## config.mk

```make
export PLATFORM = sky130hd
export DESIGN_NAME = pixel_sat_counter
export DESIGN_NICKNAME = d
export VERILOG_FILES = /design/src/rtl/pixel_sensor_model_sat_counter.sv
export SDC_FILE = /design/constraint.sdc
export NUM_CORES = 1
export LEC_CHECK = 0
export BUFFER_PORTS_ARGS = -buffer_cell sky130_fd_sc_hd__buf_4
export CAP_MARGIN = 20
export CORE_AREA = 3 3 40 42
export DETAILED_ROUTE_END_ITERATION = 7
export DIE_AREA = 0 0 43 45
export GPL_TIMING_DRIVEN = 1
export PLACE_DENSITY = 0.54
export SETUP_SLACK_MARGIN = 0.02
export SYNTH_ARGS = -nofsm -noshare
export SYNTH_HDL_FRONTEND = slang
export SYNTH_SLANG_ARGS = --single-unit
```

## constraint.sdc

```tcl
create_clock -name clk -period 1.2 [get_ports clk]
set_input_delay 0.12 -clock clk [delete_from_list [all_inputs] [get_ports clk]]
set_output_delay 0.12 -clock clk [all_outputs]
set_load 0.01 [all_outputs]
```

## src/rtl/pixel_sensor_model_sat_counter.sv

```systemverilog
// pixel_sat_counter: up-counter that sticks at all-ones.
//   clk     : clock
//   clr_i   : synchronous clear (priority over enable)
//   en_i    : count enable
//   count_o : current count
module pixel_sat_counter #(
    parameter int unsigned WIDTH = 8
) (
    input  logic             clk,
    input  logic             clr_i,
    input  logic             en_i,
    output logic [WIDTH-1:0] count_o
);
    logic [WIDTH-1:0] count_q;
    logic [WIDTH-1:0] count_d;

    always_comb begin
        count_d = count_q;
        if (clr_i) begin
            count_d = '0;
        end else if (en_i && (count_q != '1)) begin
            count_d = count_q + 1'b1;
        end
    end

    always_ff @(posedge clk) begin
        count_q <= count_d;
    end

    assign count_o = count_q;
endmodule

```

==> qor.yml, run 1 <==
power:
  power-per-cell-area_nw_per_um2: 865
  worst_ir_drop_vdd_uv: 347
  p_leak_nw: 0.283
  totalPowerFinal_uw: 565
clock_tree:
  cts_made_buffers: 3
  clkSinkCount: 8
  clkLatencyLatePin_ns: 0.26
  tritoncts_clock_tree: "built"
  cts_hold_buf: 0
  max-clock-path-buffers: 2
  cts.clk_slew.worst_paths_ns: 0.05
  clock_tree.root_cell: "clkbuf_4"
  cts_max_level: 1
cells_and_area:
  final-instance-count-excl-fill: 85
  finalCoreUtilization_pct: 50.8
  fillCellCount: 131
  layout_cell_share_with_drive_strength_beyond_1_pct: 55.7
  antenna_cells_inserted: 0
  finalInstanceArea_um2: 653
  multiInputGateArea_um2: 277
  area.growth.synth_to_final_pct: 51.7
  register_area_um2: 166
  max_ffs_per_register: 8
  layout.nets: 76
critical_path:
  endpoint_of_the_worst_setup_timing_path: "count_o[0]"
  critical_path.slowest_cell: "dfxtp_2"
  cp_cell_sequence: "ha_4, and3_4, a21boi_4, mux2_4"
  cp.depth: 4
  worst-path-max-fanout: 3
  critical-path-top-delay-family: "flip-flops"
  path_class: "flip-flop to flip-flop"
  worst_setup_path_start_kind: "flip-flop"
  timing.critical_path.to_type: "flip-flop"
  crit_arrival_ns: 1.38
  delay_contributed_by_the_slowest_stage_of_the_critical_path_ns: 0.33
  reg2reg_to: "count_o[0]"
  critPathLaunch: "count_o[1]"
  critical_path.n_buffers_inverters: 0
  worstReg2RegStart: "count_o[1]"
  rr_worst_depth: 4
  worst-endpoint-required_ns: 1.35
  setup.reg_to_reg.worst_slack_ns: -0.03
detailed_routing:
  drc: 0
  drt.antenna.violating_nets: 0
  finalWirelength_um: 1060
  routed_vias: 468
  detailedRoute.firstPassIterationCount: 4
  vias_per_cell: 5.51
  route.detailed.wl_per_inst_um: 12.4
  drt_iter0_markers: 2
sta:
  totalNegativeSetupSlack_ns: -0.0327
  worst-slew-pin-transition_ns: 0.229
  finalCritPeriodShare_pct: 103
  timing.final.crit_period_ns: 1.23
  final.setup_skew_ns: 0.00127
  timing.fmax_mhz: 811
  finalWorstSetupSlack_ns: -0.0327
  hold_violations: 0
  slew-limit-headroom_pct: 84.6
  hold_ws_ns: 0.0883
  rsz0062_at_grt: "true"
  drv_slew: 0
  finalSetupViolations: 1
logic_synthesis:
  synth-warning-count: 0
  synth.lib_cells_used.distinct: 25
  async_flop_share_pct: 0
  yosys.area.top_type: "dfxtp_1"
  synth_seq_area_share_pct: 37.2
  synth.top_cells.by_area: "dfxtp_1 (37%), a21oi_1 (5.8%), a21boi_4 (4.4%)"
  synth.net_count: 50
  syn_area_per_cell_um2: 9.36
  post_synth_inst_count: 46
  flop_and_latch_count_out_of_synthesis: 8
  netlist_top_cells_count: "dfxtp_1 (8), a21oi_1 (5), nand2_1 (5)"
  synth_top_flop_cell: "dfxtp_1"
  synth-edff-count: 0
  syn-cell-area_um2: 430
  yosys.area.top_type_share_pct: 37.2
  synthMostInstantiatedCell: "dfxtp_1"
place:
  place.port_buffers: 10
  pre_cts_slack_ns: -0.0257
  place_hpwl_um: 805
  placed_area_um2: 613
  dpl.cell_count: 81
  gp_weighted_congestion: 0.770
floorplanning:
  core_um2: 1280
  die-height_um: 45
  row_count: 13
  dieWidth_um: 43
  die_area_um2: 1940
  floorplan.initialDensity_pct: 33.5
  ios: 11
grt:
  grt_pass1_vias: 452
  pin_count_of_the_biggest_net_entering_global_routing: 9
  grt_pass1_wl_um: 1920
  globalRoute.totalOverflow: 0
  grt_use_total_pct: 13.5
  antenna_violations_before_repair: 0
status:
  failed_checks: "negative setup slack"
  status: "finished, violations left"
run:
  max-cap-violations: 0
hold_path:
  hold_path_class: "primary input to flip-flop"
kinds of logic (layout without fill, tap and decap cells):
logic type                 count (synthesis)  count (layout)  share of synthesized area [%]
muxes                                      2               2                           5.81
AOI/OAI and AO/OA                         15              15                           25.9
and+or+nand+nor                           18              18                           24.7
adders and majority gates                  1               1                           2.91
DFF                                        8               8                           37.2
buffers and inverters                      2              26                           3.49
routing by layer:
| layer | GRT usage (%) | wire length [um] | vias to the layer above |
|---|---|---|---|
| li1 | - | - | 224 |
| met1 | 15.9 | 460 | 220 |
| met2 | 21.6 | 478 | 21 |
| met3 | 4.78 | 96 | 3 |
| met4 | 7.23 | 19 | 0 |
| met5 | 0 | 0 | - |
worst register-to-register path, cell delays in order (launching register included):
cell	delay, ns
dfxtp_2	0.33
ha_4	0.15
and3_4	0.19
a21boi_4	0.14
mux2_4	0.30
power breakdown:
group | internal (mW) | leakage, nW | switching (mW) | total, mW
combinational | 0.0405 | 0.202 | 0.0323 | 0.0728
sequential | 0.274 | 0.0671 | 0.00714 | 0.281
clock | 0.115 | 0.0138 | 0.0963 | 0.211
placed cells by master, fill, tap and decap left out, types with 2 or more instances in the layout:
cell type / synthesis / layout
nand2_1: 5 / 5
nor3_1: 2 / 2
buf_4: 0 / 22
dfxtp_2: 0 / 5
nand4_1: 2 / 2
o21bai_1: 2 / 2
a211oi_1: 2 / 2
dfxtp_1: 8 / 3
a21oi_1: 5 / 5
clkbuf_4: 0 / 3
what timing repair did:
item,CTS,global route
buffers inserted,1,0
pin swaps,1,1
endpoints found under the setup margin,3,7
resized for setup,0,4
final cells by class:
type	count	share of cell area [%]
flip-flops and latches	8	25.5
well taps	15	2.87
multi-input cells	36	42.3
inverters	1	0.575
repair buffers	22	25.3
clock buffers	3	3.45
worst min-delay path by stage:
stage | start | end | slack [ns] | depth (start not counted)
final | clr_i | count_o[2] | 0.09 | 2
after global routing | clr_i | count_o[2] | 0.09 | 2
after CTS | clr_i | count_o[5] | 0.09 | 2
after detailed placement | clr_i | count_o[5] | 0.36 | 2
after global placement | clr_i | count_o[5] | 0.35 | 2
after floorplan | clr_i | count_o[7] | 0.19 | 1
Note: power is estimated with default switching activity, not from simulation.
==> run 2, diff against run 1 <==
--- a/config.mk
+++ b/config.mk
@@ -12,6 +12,7 @@
 export DIE_AREA = 0 0 43 45
 export GPL_TIMING_DRIVEN = 1
 export PLACE_DENSITY = 0.54
+export RECOVER_POWER = 50
 export SETUP_SLACK_MARGIN = 0.02
 export SYNTH_ARGS = -nofsm -noshare
 export SYNTH_HDL_FRONTEND = slang
==> qor.yml, run 2 (synthesis gave the netlist of run 1 again) <==
critical_path:
  worst-endpoint-required_ns: 1.34  # was 1.35 ns
  timing.critical_path.to_type: "flip-flop"  # unchanged
  cp_cell_sequence: "ha_4, and3_4, a21boi_4, mux2_4"  # unchanged
  delay_contributed_by_the_slowest_stage_of_the_critical_path_ns: 0.33  # about the same
  rr_worst_depth: 4  # unchanged
  worstReg2RegStart: "count_o[1]"  # unchanged
  worst-path-max-fanout: 3  # unchanged
  crit_arrival_ns: 1.37  # was 1.38 ns
  path_class: "flip-flop to flip-flop"  # unchanged
  critPathLaunch: "count_o[1]"  # unchanged
  worst_setup_path_start_kind: "flip-flop"  # unchanged
  critical_path.slowest_cell: "dfxtp_2"  # unchanged
floorplanning:
  core_um2: 1280  # unchanged
  floorplan.initialDensity_pct: 33.5  # unchanged
  row_count: 13  # unchanged
  ios: 11  # unchanged
  die_area_um2: 1940  # unchanged
  die-height_um: 45  # unchanged
  dieWidth_um: 43  # unchanged
run:
  max-cap-violations: 0  # unchanged
sta:
  timing.final.crit_period_ns: 1.23  # about the same
  finalWorstSetupSlack_ns: -0.0316  # was -0.0327 ns
  rsz0062_at_grt: "true"  # unchanged
  slew-limit-headroom_pct: 83.7  # was 84.6%
  final.setup_skew_ns: 0.00166  # was 0.00127 ns
  timing.fmax_mhz: 812  # was 811 MHz
  finalCritPeriodShare_pct: 103  # about the same
  hold_violations: 0  # unchanged
  worst-slew-pin-transition_ns: 0.245  # was 0.229 ns
  finalSetupViolations: 1  # unchanged
  drv_slew: 0  # unchanged
hold_path:
  holdCritStartpoint: "clr_i"  # unchanged
  hold_path_cells: 2  # unchanged
  hold_path_class: "primary input to flip-flop"  # unchanged
clock_tree:
  cts_made_buffers: 3  # unchanged
  clock_tree.root_cell: "clkbuf_4"  # unchanged
  cts.clk_slew.worst_paths_ns: 0.05  # about the same
  cts_max_level: 1  # unchanged
  cts_hold_buf: 0  # unchanged
  max-clock-path-buffers: 2  # unchanged
  clkLatencyLatePin_ns: 0.25  # was 0.26 ns
  tritoncts_clock_tree: "built"  # unchanged
  clkSinkCount: 8  # unchanged
grt:
  grt_pass1_wl_um: 1920  # unchanged
  grt_use_total_pct: 13.5  # unchanged
  antenna_violations_before_repair: 0  # unchanged
  grt.busiest_layer: "met2"  # unchanged
  grt.met2_usage_pct: 21.6  # unchanged
  global_route.usage.met3_pct: 4.78  # unchanged
  grt.met1_usage_pct: 15.9  # unchanged
  pin_count_of_the_biggest_net_entering_global_routing: 9  # unchanged
  globalRoute.totalOverflow: 0  # unchanged
  grt_pass1_vias: 452  # unchanged
place:
  place_hpwl_um: 805  # unchanged
  gp_weighted_congestion: 0.770  # unchanged
  place.port_buffers: 10  # unchanged
  placed_area_um2: 613  # unchanged
  pre_cts_slack_ns: -0.0257  # unchanged
  dpl.cell_count: 81  # unchanged
cells_and_area:
  layout_common_cells: "buf_4 (17), a21oi_1 (5), nand2_1 (5), dfxtp_2 (5), clkbuf_1 (4)"  # was buf_4 (22), a21oi_1 (5), nand2_1 (5), dfxtp_2 (5)
  fillCellCount: 134  # was 131
  layout_cell_share_with_drive_strength_beyond_1_pct: 50.0  # was 55.7%
  most_common_cell_after_layout_fill_and_taps_aside: "buf_4"  # unchanged
  area.growth.synth_to_final_pct: 47.7  # was 51.7%
  antenna_cells_inserted: 0  # unchanged
  finalInstanceArea_um2: 636  # was 653 um2
  max_ffs_per_register: 8  # unchanged
  final-instance-count-excl-fill: 85  # unchanged
  finalCoreUtilization_pct: 49.5  # was 50.8%
  layout.nets: 76  # unchanged
detailed_routing:
  vias_per_cell: 5.56  # was 5.51
  drc: 0  # unchanged
  finalWirelength_um: 1080  # was 1060 um
  routed_vias: 473  # was 468
  route.detailed.wl_per_inst_um: 12.7  # was 12.4 um
  drt.antenna.violating_nets: 0  # unchanged
  drt_iter0_markers: 2  # unchanged
  detailedRoute.firstPassIterationCount: 4  # unchanged
power:
  power-per-cell-area_nw_per_um2: 883  # was 865 nW/um2
  p_leak_nw: 0.265  # was 0.283 nW
  totalPowerFinal_uw: 561  # was 565 uW
  worst_ir_drop_vdd_uv: 347  # about the same
status:
  failed_checks: "negative setup slack"  # unchanged
  status: "finished, violations left"  # unchanged
run 2: layout make-up:
type / count / area (um2) / share of cell area [%]
repair buffers: 22 / 148 / 23.2
well taps: 15 / 18.8 / 2.95
multi-input cells: 36 / 277 / 43.5
inverters: 1 / 3.75 / 0.591
clock buffers: 3 / 22.5 / 3.54
flip-flops and latches: 8 / 166 / 26.2
run 2: path summary, 6_finish.rpt:
kind / end / slack [ns]
worst max-delay path: count_o[0] / -0.03
worst min-delay path: count_o[5] / 0.09
worst max register to register: count_o[0] / -0.03
worst min register to register: count_o[1] / 0.62
run 2: timing repair:
action	in CTS	in global routing
endpoints found under the setup margin	3	7
resized for setup	0	4
buffers inserted	1	0
gates cloned	0	0
pin swaps	1	1
run 2: per-layer routing:
metal	up-vias	wire length, um
li1	228	-
met1	223	481
met2	20	496
met3	2	94
met4	0	6
met5	-	0
run 2: critical path: cells and delay by family (launching register included):
| kind | cells | cell delay, ns |
|---|---|---|
| flops | 1 | 0.33 |
| mux | 1 | 0.30 |
| simple gates | 1 | 0.19 |
| fa+ha+maj | 1 | 0.15 |
| compound gates | 1 | 0.14 |
run 2: power by group:
group          internal, mW  total [mW]  switching, mW
logic                0.0405      0.0728         0.0323
clock network         0.115       0.207         0.0924
registers             0.274       0.281        0.00716
run 2: per-stage QoR:
stage | TNS (ns) | hold WS [ns]
finish | -0.0316 | 0.0925
global route | -0.183 | 0.0904
CTS | -0.0364 | 0.0868
detailed placement | -0.0257 | 0.356
global placement | -0.0137 | 0.354
floorplan | -0.0655 | 0.192
==> run 3, diff against run 2 <==
--- a/config.mk
+++ b/config.mk
@@ -11,7 +11,7 @@
 export DETAILED_ROUTE_END_ITERATION = 7
 export DIE_AREA = 0 0 43 45
 export GPL_TIMING_DRIVEN = 1
-export PLACE_DENSITY = 0.54
+export PLACE_DENSITY = 0.52
 export RECOVER_POWER = 50
 export SETUP_SLACK_MARGIN = 0.02
 export SYNTH_ARGS = -nofsm -noshare
==> constraint.sdc (replaced) <==
create_clock -name clk -period 1.35 [get_ports clk]
set_input_delay 0.135 -clock clk [delete_from_list [all_inputs] [get_ports clk]]
set_output_delay 0.135 -clock clk [all_outputs]
set_load 0.01 [all_outputs]
==> qor.yml, run 3 (synthesis gave the netlist of run 1 again) <==
status:
  status: "finished clean"  # was finished, violations left
sta:
  slew-limit-headroom_pct: 81.2  # was 83.7%
  finalSetupViolations: 0  # was 1
  finalCritPeriodShare_pct: 94.9  # was 103%
  rsz0062_at_grt: "false"  # was true
  hold_violations: 0  # unchanged
  timing.final.crit_period_ns: 1.28  # was 1.23 ns
  drv_slew: 0  # unchanged
  timing.fmax_mhz: 780  # was 812 MHz
  hold_ws_ns: 0.107  # was 0.0925 ns
  worst-slew-pin-transition_ns: 0.282  # was 0.245 ns
  totalNegativeSetupSlack_ns: 0  # was -0.0316 ns
  final.setup_skew_ns: 0.00230  # was 0.00166 ns
grt:
  pin_count_of_the_biggest_net_entering_global_routing: 9  # unchanged
  grt_pass1_vias: 370  # was 452
  grt_use_total_pct: 11.7  # was 13.5%
  grt.met1_usage_pct: 15.0  # was 15.9%
  antenna_violations_before_repair: 0  # unchanged
  global_route.usage.met3_pct: 3.59  # was 4.78%
  grt_pass1_wl_um: 1610  # was 1920 um
  grt.met2_usage_pct: 17.1  # was 21.6%
  globalRoute.totalOverflow: 0  # unchanged
  grt.busiest_layer: "met2"  # unchanged
run:
  max-cap-violations: 0  # unchanged
floorplanning:
  ios: 11  # unchanged
  die-height_um: 45  # unchanged
  core_um2: 1280  # unchanged
  die_area_um2: 1940  # unchanged
  row_count: 13  # unchanged
  dieWidth_um: 43  # unchanged
  floorplan.initialDensity_pct: 33.5  # unchanged
hold_path:
  holdCritStartpoint: "clr_i"  # unchanged
  hold_path_class: "primary input to flip-flop"  # unchanged
power:
  pwr-share-clk_pct: 38.4  # was 36.9%
  worst_ir_drop_vdd_uv: 413  # was 347 uV
  p_int_uw: 374  # was 429 uW
  power-per-cell-area_nw_per_um2: 861  # was 883 nW/um2
  p_leak_nw: 0.228  # was 0.265 nW
  totalPowerFinal_uw: 490  # was 561 uW
  sequentialPowerShare_pct: 50.8  # was 50.1%
  power.combinational.fraction_pct: 10.8  # was 13.0%
  sw_frac_of_total_pct: 23.8  # was 23.5%
  power.net_switching_uw: 117  # was 132 uW
critical_path:
  worst-endpoint-required_ns: 1.50  # was 1.34 ns
  critPathLaunch: "count_o[1]"  # unchanged
  path_class: "flip-flop to flip-flop"  # unchanged
  worst_setup_path_start_kind: "flip-flop"  # unchanged
  timing.critical_path.to_type: "flip-flop"  # unchanged
  worst-path-max-fanout: 5  # was 3
  crit_arrival_ns: 1.43  # was 1.37 ns
  worstReg2RegStart: "count_o[1]"  # unchanged
  setup.reg_to_reg.worst_slack_ns: 0.07  # was -0.03 ns
detailed_routing:
  vias_per_cell: 5.34  # was 5.56
  routed_vias: 427  # was 473
  finalWirelength_um: 1070  # was 1080 um
  route.detailed.wl_per_inst_um: 13.4  # was 12.7 um
  detailedRoute.firstPassIterationCount: 3  # was 4
  drt.antenna.violating_nets: 0  # unchanged
  drc: 0  # unchanged
  drt_iter0_markers: 24  # was 2
cells_and_area:
  layout_common_cells: "buf_4 (11), dfxtp_1 (7), clkbuf_1 (6)"  # was buf_4 (17), a21oi_1 (5), nand2_1 (5), dfxtp_2 (5), clkbuf_1 (4)
  finalCoreUtilization_pct: 44.3  # was 49.5%
  max_ffs_per_register: 8  # unchanged
  most_common_cell_after_layout_fill_and_taps_aside: "buf_4"  # unchanged
  finalInstanceArea_um2: 569  # was 636 um2
  layout_cell_share_with_drive_strength_beyond_1_pct: 32.3  # was 50.0%
  fillCellCount: 139  # was 134
  area.growth.synth_to_final_pct: 32.3  # was 47.7%
  layout.nets: 71  # was 76
  antenna_cells_inserted: 0  # unchanged
place:
  gp_weighted_congestion: 0.739  # was 0.770
  placed_area_um2: 571  # was 613 um2
  place_hpwl_um: 765  # was 805 um
  place.port_buffers: 10  # unchanged
clock_tree:
  clock_tree.root_cell: "clkbuf_4"  # unchanged
  cts_made_buffers: 3  # unchanged
  cts_post_setup_buffers_inserted: 0  # was 1
  cts.clk_slew.worst_paths_ns: 0.06  # was 0.05 ns
  max-clock-path-buffers: 2  # unchanged
  cts_max_level: 1  # unchanged
  tritoncts_clock_tree: "built"  # unchanged
  post_cts_resize_count: 0  # unchanged
  clkSinkCount: 8  # unchanged
  cts_hold_buf: 0  # unchanged
  clkLatencyLatePin_ns: 0.26  # was 0.25 ns
==> run 3: cell types whose count changed in the layout (fill, tap and decap cells not counted), sizes merged <==
| cell | before | now |
|---|---|---|
| buf | 17 | 11 |
| clkbuf | 8 | 9 |
==> run 3: layout make-up <==
class,count,area (um2),share of cell area (%)
Multi-Input combinational cell,36,258,45.3
Sequential cell,8,161,28.4
Timing Repair Buffer,17,105,18.5
Clock buffer,3,22.5,3.96
Tap cell,15,18.8,3.30
Inverter,1,3.75,0.659
==> run 3: final timing paths <==
path                                   end  cells past startpoint
worst min register to register  count_o[1]                      2
worst max-delay path            count_o[0]                      4
worst max register to register  count_o[0]                      4
worst min-delay path            count_o[5]                      2
==> run 3: power by group through the flow <==
stage	logic (mW)	clock network (mW)	registers, mW
2_1_floorplan	0.0211	0	0.258
3_3_place_gp	0.0536	0	0.254
3_5_place_dp	0.0534	0	0.255
4_1_cts	0.0541	0.191	0.250
5_1_grt	0.0580	0.203	0.251
6_report	0.0531	0.188	0.249
==> run 3: stage by stage <==
stage	setup WS [ns]	std cells
after floorplan	0.0343	46
after global placement	0.0640	77
after detailed placement	0.0506	77
after CTS	0.0402	80
after global routing	0.0291	80
final	0.0685	80
==> run 3: routing by layer <==
metal	wire length, um	share of wire (%)	up-vias
li1	-	-	219
met3	51	4.8	4
met4	17	1.6	0
met2	466	44	10
met5	0	0	-
met1	535	50	194
==> run 3: critical path: stages (launching register included) <==
cell and delay [ns]:
dfxtp_2 0.34, ha_2 0.18, and3_4 0.19, a21boi_4 0.15
mux2_4 0.30
